### config.mk
export PLATFORM = sky130hd
export DESIGN_NAME = memctrl
export DESIGN_NICKNAME = d
export VERILOG_FILES = /design/src/rtl/memctrl.sv
export SDC_FILE = /design/constraint.sdc
export NUM_CORES = 1
export LEC_CHECK = 0
export CORE_MARGIN = 2
export CORE_UTILIZATION = 50
export DETAILED_ROUTE_END_ITERATION = 10
export GPL_TIMING_DRIVEN = 0
export PLACE_DENSITY = 0.82
export SKIP_CTS_REPAIR_TIMING = 1
export SLEW_MARGIN = 20
export SYNTH_ARGS = -nofsm -noshare
export SYNTH_HDL_FRONTEND = slang
export SYNTH_SLANG_ARGS = --single-unit
### constraint.sdc
create_clock -name clk -period 7.1 [get_ports clk]
set_input_delay 1.42 -clock clk [delete_from_list [all_inputs] [get_ports clk]]
set_output_delay 1.42 -clock clk [all_outputs]
set_load 0.1 [all_outputs]
### src/rtl/memctrl.sv
// rtl/memctrl.sv - byte-serial RAM controller arbitrating a data port and an instruction port.
// Optional IO-full write stall enabled by defining MEMCTRL_IO_FULL_STALL_EN.
module memctrl (
  input  logic        clk,
  input  logic        rst,
  input  logic        rdy,
  input  logic        den_i,
  input  logic        drw_i,
  input  logic [2:0]  dwidth_i,
  input  logic [31:0] daddr_i,
  input  logic [31:0] ddata_i,
  output logic        drdy_o,
  output logic [31:0] ddata_o,
  input  logic        ien_i,
  input  logic [31:0] iaddr_i,
  output logic        irdy_o,
  output logic [31:0] idata_o,
  input  logic [7:0]  mem_din,
  output logic [7:0]  mem_dout,
  output logic [31:0] mem_a,
  output logic        mem_wr,
  input  logic        io_buffer_full
);

  typedef enum logic [1:0] {S_IDLE, S_READ, S_WRITE, S_DONE} state_e;

  state_e      state_q, state_d;
  logic        dport_q, dport_d;
  logic [2:0]  n_q, n_d;
  logic [2:0]  k_q, k_d;
  logic [31:0] addr_q, addr_d;
  logic [31:0] wdata_q, wdata_d;
  logic [31:0] rdata_q, rdata_d;
  logic [31:0] wshift;
  logic        width_ok;
  logic        d_block;
  logic        grant_d;
  logic        grant_i;

  assign width_ok = (dwidth_i == 3'd1) || (dwidth_i == 3'd2) || (dwidth_i == 3'd4);

`ifdef MEMCTRL_IO_FULL_STALL_EN
  assign d_block = !drw_i && (daddr_i[17:16] == 2'b11) && io_buffer_full;
`else
  logic unused_io_full;
  assign unused_io_full = io_buffer_full;
  assign d_block = 1'b0;
`endif

  assign grant_d = den_i && !d_block;
  assign grant_i = ien_i && !grant_d;

  always_ff @(posedge clk) begin
    if (rst) begin
      state_q <= S_IDLE;
      dport_q <= 1'b0;
      n_q     <= 3'd0;
      k_q     <= 3'd0;
      addr_q  <= 32'd0;
      wdata_q <= 32'd0;
      rdata_q <= 32'd0;
    end else if (rdy) begin
      state_q <= state_d;
      dport_q <= dport_d;
      n_q     <= n_d;
      k_q     <= k_d;
      addr_q  <= addr_d;
      wdata_q <= wdata_d;
      rdata_q <= rdata_d;
    end
  end

  // Bad widths run the read path with zero bytes, giving DONE in cycle 1 with data 0.
  always_comb begin
    state_d = state_q;
    dport_d = dport_q;
    n_d     = n_q;
    k_d     = k_q;
    addr_d  = addr_q;
    wdata_d = wdata_q;
    rdata_d = rdata_q;
    case (state_q)
      S_IDLE: begin
        if (grant_d) begin
          dport_d = 1'b1;
          addr_d  = daddr_i;
          wdata_d = ddata_i;
          rdata_d = 32'd0;
          k_d     = 3'd0;
          n_d     = width_ok ? dwidth_i : 3'd0;
          state_d = (drw_i || !width_ok) ? S_READ : S_WRITE;
        end else if (grant_i) begin
          dport_d = 1'b0;
          addr_d  = iaddr_i;
          wdata_d = 32'd0;
          rdata_d = 32'd0;
          k_d     = 3'd0;
          n_d     = 3'd4;
          state_d = S_READ;
        end
      end
      S_WRITE: begin
        k_d = k_q + 3'd1;
        if (k_q == n_q - 3'd1) state_d = S_DONE;
      end
      S_READ: begin
        if (k_q != 3'd0)
          rdata_d = rdata_q | ({24'd0, mem_din} << {k_q - 3'd1, 3'b000});
        if (k_q == n_q) state_d = S_DONE;
        else k_d = k_q + 3'd1;
      end
      S_DONE: state_d = S_IDLE;
      default: state_d = S_IDLE;
    endcase
  end

  assign wshift = wdata_q >> {k_q[1:0], 3'b000};

  // A stalled read re-addresses the previous byte so mem_din still holds it on resume.
  always_comb begin
    mem_a    = 32'd0;
    mem_dout = 8'd0;
    mem_wr   = 1'b0;
    drdy_o   = 1'b0;
    irdy_o   = 1'b0;
    ddata_o  = 32'd0;
    idata_o  = 32'd0;
    case (state_q)
      S_WRITE: begin
        mem_a    = addr_q + {29'd0, k_q};
        mem_dout = wshift[7:0];
        mem_wr   = rdy && !rst;
      end
      S_READ: begin
        if (!rdy && (k_q != 3'd0)) mem_a = addr_q + {29'd0, k_q} - 32'd1;
        else if (k_q < n_q)        mem_a = addr_q + {29'd0, k_q};
      end
      S_DONE: begin
        if (rdy) begin
          drdy_o  = dport_q;
          irdy_o  = !dport_q;
          ddata_o = dport_q ? rdata_q : 32'd0;
          idata_o = dport_q ? 32'd0 : rdata_q;
        end
      end
      default: ;
    endcase
  end

endmodule

After elaboration in Yosys (flattened, before gate mapping). Index checks and enable logic that the tools add are counted.

Register bits after elaboration: 105. Latch bits: 0. Memory bits (writable): 0. ROM bits: 0. Input port bits: 114. Output and inout bits: 107. Word-level logic and storage cells: 86. Memories kept: 0.

Add/subtract/negate cells: 5. Multiply operators: 0. Divide/modulo/power cells: 0. Order comparisons: 1. Equality and inequality tests: 13. Shift operators: 2. Mux-type cells: 37. Bitwise gates (word level): 1. Reduce and logical (&&, ||, !) cells: 20.

Operators with widths (count): $mux 32 (14); $pmux 32 s2 (2); $add 32x3->32 (1); $or 32x32->32 (1); $shl 8x6->32 (1); $shr 32x5->8 (1); $sub 32x1->32 const B (1); $mux 3 (6); $reduce_and 4->1 (3); $mux 2 (5); $pmux 3 s3 (1); $mux 8 (1); $ne 2x2->1 const B (4); $pmux 2 s4 (1); $mux 1 (7); $eq 3x3->1 (2); $reduce_bool 3->1 (2); $sub 3x1->3 const B (2); $logic_not 1->1 (5); $eq 2x2->1 const B (2); $reduce_bool 2->1 (2); $add 3x1->3 const B (1); $eq 3x1->1 const B (1); $eq 3x2->1 const B (1); other kinds (8) (12).

Logic depth before layout (Yosys ltp). Gate-level depths: netlist of run 1.

Word-level depth: 8. Depth in mapped cells: 11. Depth with buffers taken out: 10.

Worst setup path after synthesis of run 1. No wires, ideal clock.

Path type: flip-flop to output port. Start point: reg k_q[0]. End point: out mem_a[19]. Data arrival time: 5.307 ns. Required time: 5.680 ns. Path slack: 0.373 ns. Stages on the path, launching flop included: 11. Buffers on the path: 1. Cell sequence: dfxtp_1 -> ha_1 -> fa_1 -> a21oi_4 -> or4b_1 -> xnor2_1 -> nor4b_4 -> nand4b_4 -> buf_6 -> or4_1 -> a221oi_1.

Word-level cells in the longest chain between the ends: 4. Elaborated cells on any way between the ends: 8. Those cells by class: 2 x add/sub; 1 x order compare; 3 x mux; 2 x reduce/logical.

RTL lines: start, declared (line 30) `logic [2:0] k_q, k_d;`; start signal, assigned (line 66) `k_q <= k_d;`; $add 32x3->32 (tied with other cells) (line 130, 135, 136); $sub 32x1->32 (tied with other cells) (line 135) `if (!rdy && (k_q != 3'd0)) mem_a = addr_q + {29'd0, k_q} - 32'd1;`; $mux 32 (line 135); $pmux 32 s2 (*) (line 128) `case (state_q)`; end, declared (line 20) `output logic [31:0] mem_a,`.

Every way passes the cells marked *; elsewhere a longest branch is shown, timed or not.

Final worst setup path of run 1. Ends and elaborated chain as after synthesis.

==> impl_metrics.json, run 1 <==
{
  "dp_hpwl_um": 17100,
  "die_w_um": 123,
  "r2r_end": "rdata_q[0]$_SDFFE_PP0P_",
  "p_leak_nw": 3.55,
  "ir_worst_vdd_v": 0.000160,
  "required_ns": 5.68,
  "grt_pass1_vias": 7359,
  "critPathBufInv": 2,
  "routed_wl_um": 22800,
  "clk_pin_slew_worst_paths_ns": 0.08,
  "gp_congestion": 0.959,
  "core_area_um2": 13900,
  "drive_gt1_frac": 0.0609,
  "start_util": 0.513,
  "finalMaxSlewViolations": 0,
  "finClkSkew_ns": 0.00884,
  "clk_path_buf_depth": 2,
  "period_minus_slack_ns": 6.89,
  "rsz0062_at_grt": "no",
  "nets": 1242,
  "grt_max_degree": 20,
  "grt_pass1_wl_um": 35900,
  "endpoint_kind": "primary output",
  "holdPathStages": 2,
  "std_cell_rows": 43,
  "worst_path_max_delay_cell": "clkdlybuf4s50_1",
  "via_count": 7586,
  "yosysWarnings": 0,
  "fin_util": 0.707,
  "drt_first_pass_iters": 5,
  "io_pins": 221,
  "synth-edff-count": 0,
  "synth.avg_cell_area_um2": 8.07,
  "synth-seq-cells": 105,
  "postSynth.asyncResetShare": 0,
  "fp.dieH_um": 123,
  "clock_latency_ns": 0.36,
  "status": "complete, no violations",
  "diodes": 0,
  "syn_inst": 882,
  "r2r_cells": 8,
  "relSlewSlack": 0.305,
  "setup_slack_ns": 0.205,
  "max_freq_mhz": 145,
  "critPathMaxStageDelay_ns": 1.21,
  "grt-ovfl-total": 0,
  "drt_iter0_drc": 491,
  "syn-num-nets": 1013,
  "vias_per_cell": 5.85,
  "drc": 0,
  "critical_path.top_delay_family": "simple AND/OR/NAND/NOR gates",
  "setup_violations": 0,
  "ant_nets": 0,
  "r2r_slack_ns": 4.10,
  "placed_cell_area_um2": 9520,
  "cts.sinks": 105,
  "start_kind": "register",
  "place_ws_ns": 0.560,
  "post_drt_wl_per_cell_um": 17.6,
  "arrival_ns": 5.47,
  "cp_max_fo": 10,
  "fin_area_um2": 9810,
  "total_power_mw": 1.75,
  "grt_util_all_layers": 0.301,
  "port-buffer-count": 218,
  "crit_path_start": "k_q[0]$_SDFFE_PP0P_",
  "yosysUniqueCellTypes": 84,
  "crit_path_cell_trace": "ha_1 -> fa_1 -> a21oi_4 -> or4b_1 -> xnor2_1 -> nor4b_4 -> nand4b_4 -> buf_6 -> or4_1 -> a221oi_1 -> clkdlybuf4s50_1",
  "antenna_found_initial": 0,
  "cts_buffers": 9,
  "cellPowerDensity_nw_per_um2": 178,
  "final_hold_viol_count": 0,
  "dieArea_um2": 15200,
  "r2r_start": "k_q[1]$_SDFFE_PP0P_",
  "hold_start": "rdata_q[30]$_SDFFE_PP0P_",
  "setup.worst_path.class": "reg2out",
  "worst_slew_pin_slew_ns": 1.04,
  "synth_ff_type": "dfxtp_1",
  "htree_levels": 3,
  "hold_path.class": "reg2reg",
  "tns_ns": 0,
  "area_growth_pct": 37.9,
  "hold_end": "rdata_q[30]$_SDFFE_PP0P_",
  "tritoncts": "built",
  "cts-root-buf": "clkbuf_16",
  "synth_area_um2": 7120,
  "synth_seq_area_share": 0.295,
  "fin_crit_sh": 0.971,
  "drv_cap": 0
}
-- layout by cell type, fill, tap and decap left out, types with 26 or more instances in the layout --
cell type,instances
a211oi_1,37
a21oi_1,64
a22oi_1,34
and2_1,75
clkbuf_1,47
clkdlybuf4s50_1,218
dfxtp_1,105
mux2i_1,33
nand2_1,38
nor2_1,141
xnor2_1,26
-- registers in the layout, summed over array words and instances, names as in the netlist --
signal and cells:
addr_q 32, dport_q 1, k_q 3, n_q 3, rdata_q 32, state_q 2
wdata_q 32
-- where the power goes --
part / leakage (nW) / switching, mW / internal, mW
sequential: 0.856 / 0.0396 / 0.629
clock: 0.140 / 0.248 / 0.247
combinational: 2.56 / 0.358 / 0.224
total: 3.55 / 0.646 / 1.10
-- tightest hold or removal path: stages, from the launching register on --
cell and delay [ns]:
dfxtp_1 0.35, a21oi_1 0.05, nor2_1 0.07
-- worst max-delay path by stage --
stage | endpoint | slack (ns) | cells past startpoint
after detailed placement | mem_a[19] | 0.56 | 8
final | mem_a[19] | 0.21 | 11
after CTS | mem_a[19] | 0.15 | 11
after floorplan | mem_a[19] | 0.37 | 10
after global routing | mem_a[19] | 0.02 | 11
after global placement | mem_a[19] | 0.56 | 8
-- cells by family after synthesis --
| family | share of synthesized area |
|---|---|
| simple gates | 0.283 |
| compound gates | 0.217 |
| flops | 0.295 |
| buf+inv | 0.0484 |
| mux | 0.0754 |
| xor+xnor | 0.0492 |
| fa+ha+maj | 0.0309 |
-- Yosys cell counts (all sizes together) (7+ instances only) --
master,instances,share of area
a22oi,34,0.036
and2,76,0.067
inv,14,0.0074
ha,16,0.028
mux2i,33,0.046
nor2,141,0.074
a211oi,37,0.039
nor4,7,0.0091
or2,8,0.0070
dfxtp,105,0.30
nand2,38,0.020
nor3,22,0.018
nand3,24,0.018
nand4,16,0.016
xnor2,26,0.032
and3,13,0.011
a21oi,67,0.050
o21ai,22,0.016
clkbuf,46,0.024
mux4,8,0.025
xor2,14,0.017
buf,15,0.016
-- layer usage --
layer,up-vias,share of wire,global-route usage
li1,3644,-,-
met1,3525,0.41,0.374
met2,362,0.47,0.504
met3,55,0.093,0.0724
met4,0,0.029,0.117
met5,-,0,0
-- cell type report --
class                      instances  area [µm²]
clock inverter                     6        60.1
sequential                       105        2100
multi-input combinational        700        4670
fill                            1166        4070
clock buffer                      10         229
timing repair buffer             218        2180
tap                              180         225
buffer                            61         284
inverter                          16        60.1
-- per-stage QoR --
step,hold WS [ns],std cells
floorplan,0.442,882
global placement,0.467,1280
detailed placement,0.475,1280
CTS,0.499,1296
global route,0.504,1296
finish,0.498,1296
(Power assumes the default switching activity.)
==> run 2: changes to the inputs <==
--- a/config.mk
+++ b/config.mk
@@ -15,3 +15,4 @@
 export SYNTH_ARGS = -nofsm -noshare
 export SYNTH_HDL_FRONTEND = slang
 export SYNTH_SLANG_ARGS = --single-unit
+export TNS_END_PERCENT = 10
==> results of run 2 <==
No change in the layout: final DEF, timing and power equal those of run 1.
==> run 3: changes to the inputs <==
--- a/config.mk
+++ b/config.mk
@@ -6,10 +6,10 @@
 export NUM_CORES = 1
 export LEC_CHECK = 0
 export CORE_MARGIN = 2
-export CORE_UTILIZATION = 50
+export CORE_UTILIZATION = 32
 export DETAILED_ROUTE_END_ITERATION = 10
 export GPL_TIMING_DRIVEN = 0
-export PLACE_DENSITY = 0.82
+export PLACE_DENSITY = 0.56
 export SKIP_CTS_REPAIR_TIMING = 1
 export SLEW_MARGIN = 20
 export SYNTH_ARGS = -nofsm -noshare
==> impl_metrics.json, run 3 (synthesis results as in run 1) <==
{
  "die_w_um": 153,
  "drv_cap": 0,
  "cts.sinks": 105,
  "grt_util_all_layers": 0.209,
  "fp.dieH_um": 153,
  "grtUsageMet3": 0.0437,
  "p_leak_nw": 3.58,
  "critPathMaxStageDelay_ns": 1.19,
  "place_ws_ns": 0.449,
  "drt_iter0_drc": 434,
  "critical_path.top_delay_family": "buffers and inverters",
  "nFillCells": 2216,
  "diodes": 0,
  "multi_input_area_um2": 4670,
  "rsz0062_at_grt": "no",
  "vias_per_cell": 5.31,
  "antenna_found_initial": 0,
  "max_freq_mhz": 148,
  "status": "complete, no violations",
  "post_drt_wl_per_cell_um": 17.8,
  "period_minus_slack_ns": 6.74,
  "area_growth_pct": 40.0,
  "hold-worst-slack_ns": 0.483,
  "via_count": 7413,
  "drc": 0,
  "critPathBufInv": 2,
  "cellPowerDensity_nw_per_um2": 180,
  "io_pins": 221,
  "worst_path_max_delay_cell": "clkdlybuf4s50_1",
  "setup_slack_ns": 0.360,
  "core_area_um2": 21800,
  "clk_path_buf_depth": 2,
  "final_common_cell": "clkdlybuf4s50_1",
  "grt_pass1_vias": 7333,
  "clk_pin_slew_worst_paths_ns": 0.08,
  "fin_util": 0.456,
  "dp_hpwl_um": 18800,
  "crit_path_cell_trace": "clkdlybuf4s50_1 -> nor2_1 -> nand4_1 -> a2111oi_4 -> mux2i_1 -> o21ai_1 -> o22a_1 -> a21oi_1 -> clkdlybuf4s50_1",
  "final_hold_viol_count": 0,
  "start_util": 0.326,
  "clock_latency_ns": 0.37,
  "htree_levels": 3,
  "grt_pass1_wl_um": 39500,
  "setup_violations": 0,
  "hold_path.class": "reg2reg",
  "busiest_layer": "met2",
  "fin_cells": 1396,
  "grt_use_met2": 0.362,
  "drt_first_pass_iters": 5,
  "tns_ns": 0,
  "ant_nets": 0,
  "required_ns": 5.68,
  "dieArea_um2": 23400,
  "nets": 1242,
  "finClkSkew_ns": 0.0134,
  "gp_congestion": 0.876,
  "ir_worst_vdd_v": 0.000101,
  "grt_max_degree": 21,
  "port-buffer-count": 218,
  "cp_common_cell": "clkdlybuf4s50_1",
  "reg.largest.list": "addr_q x32, rdata_q x32, wdata_q x32",
  "grtUsageMet1": 0.262,
  "cp_max_fo": 8,
  "endpoint_kind": "primary output",
  "std_cell_rows": 54,
  "cts-root-buf": "clkbuf_16",
  "dp_cells": 1380,
  "routed_wl_um": 24800,
  "layout_common_cells": "clkdlybuf4s50_1 (217), nor2_1 (141), dfxtp_1 (105)",
  "tritoncts": "built",
  "seq_area_um2": 2100,
  "cts_buffers": 9,
  "drive_gt1_frac": 0.0618,
  "relSlewSlack": 0.290,
  "worst_slew_pin_slew_ns": 1.06,
  "fin_crit_sh": 0.949,
  "grt-ovfl-total": 0,
  "start_kind": "input pin",
  "finalMaxSlewViolations": 0,
  "setup.worst_path.class": "in2out",
  "arrival_ns": 5.32
}
[run 3: where the power goes]
part | total, mW | internal (mW) | switching [mW]
registers | 0.669 | 0.629 | 0.0401
logic | 0.591 | 0.225 | 0.366
clock network | 0.529 | 0.260 | 0.269
[run 3: worst paths after layout]
| path | startpoint | endpoint | slack (ns) | depth (start not counted) |
|---|---|---|---|---|
| hold / removal | rdata_q[27]$_SDFFE_PP0P_ | rdata_q[27]$_SDFFE_PP0P_ | 0.48 | 2 |
| setup / recovery | rdy | mem_a[9] | 0.36 | 9 |
| setup reg to reg | k_q[1]$_SDFFE_PP0P_ | rdata_q[1]$_SDFFE_PP0P_ | 4.05 | 8 |
| hold reg to reg | rdata_q[27]$_SDFFE_PP0P_ | rdata_q[27]$_SDFFE_PP0P_ | 0.48 | 2 |
[run 3: routing by layer]
layer	share of wire	vias up
met5	0	-
li1	-	3641
met2	0.48	235
met1	0.44	3513
met4	0.017	0
met3	0.065	24
[run 3: per-stage QoR]
step	area, µm²	power (mW)
after global routing	9960	1.88
after CTS	9960	1.80
after floorplan	7120	1.07
final	9960	1.79
after global placement	9650	1.27
after detailed placement	9650	1.27
[run 3: area by class of cell]
cell class | instances | share of cell area
Multi-Input combinational cell | 700 | 0.469
Inverter | 16 | 0.00603
Sequential cell | 105 | 0.211
Tap cell | 280 | 0.0352
Clock inverter | 6 | 0.00704
Clock buffer | 10 | 0.0240
Timing Repair Buffer | 218 | 0.219
Buffer | 61 | 0.0285
[run 3: tightest hold or removal path, cell delays in order (launching register included)]
cell	delay, ns
dfxtp_1	0.34
a21oi_1	0.04
nor2_1	0.07
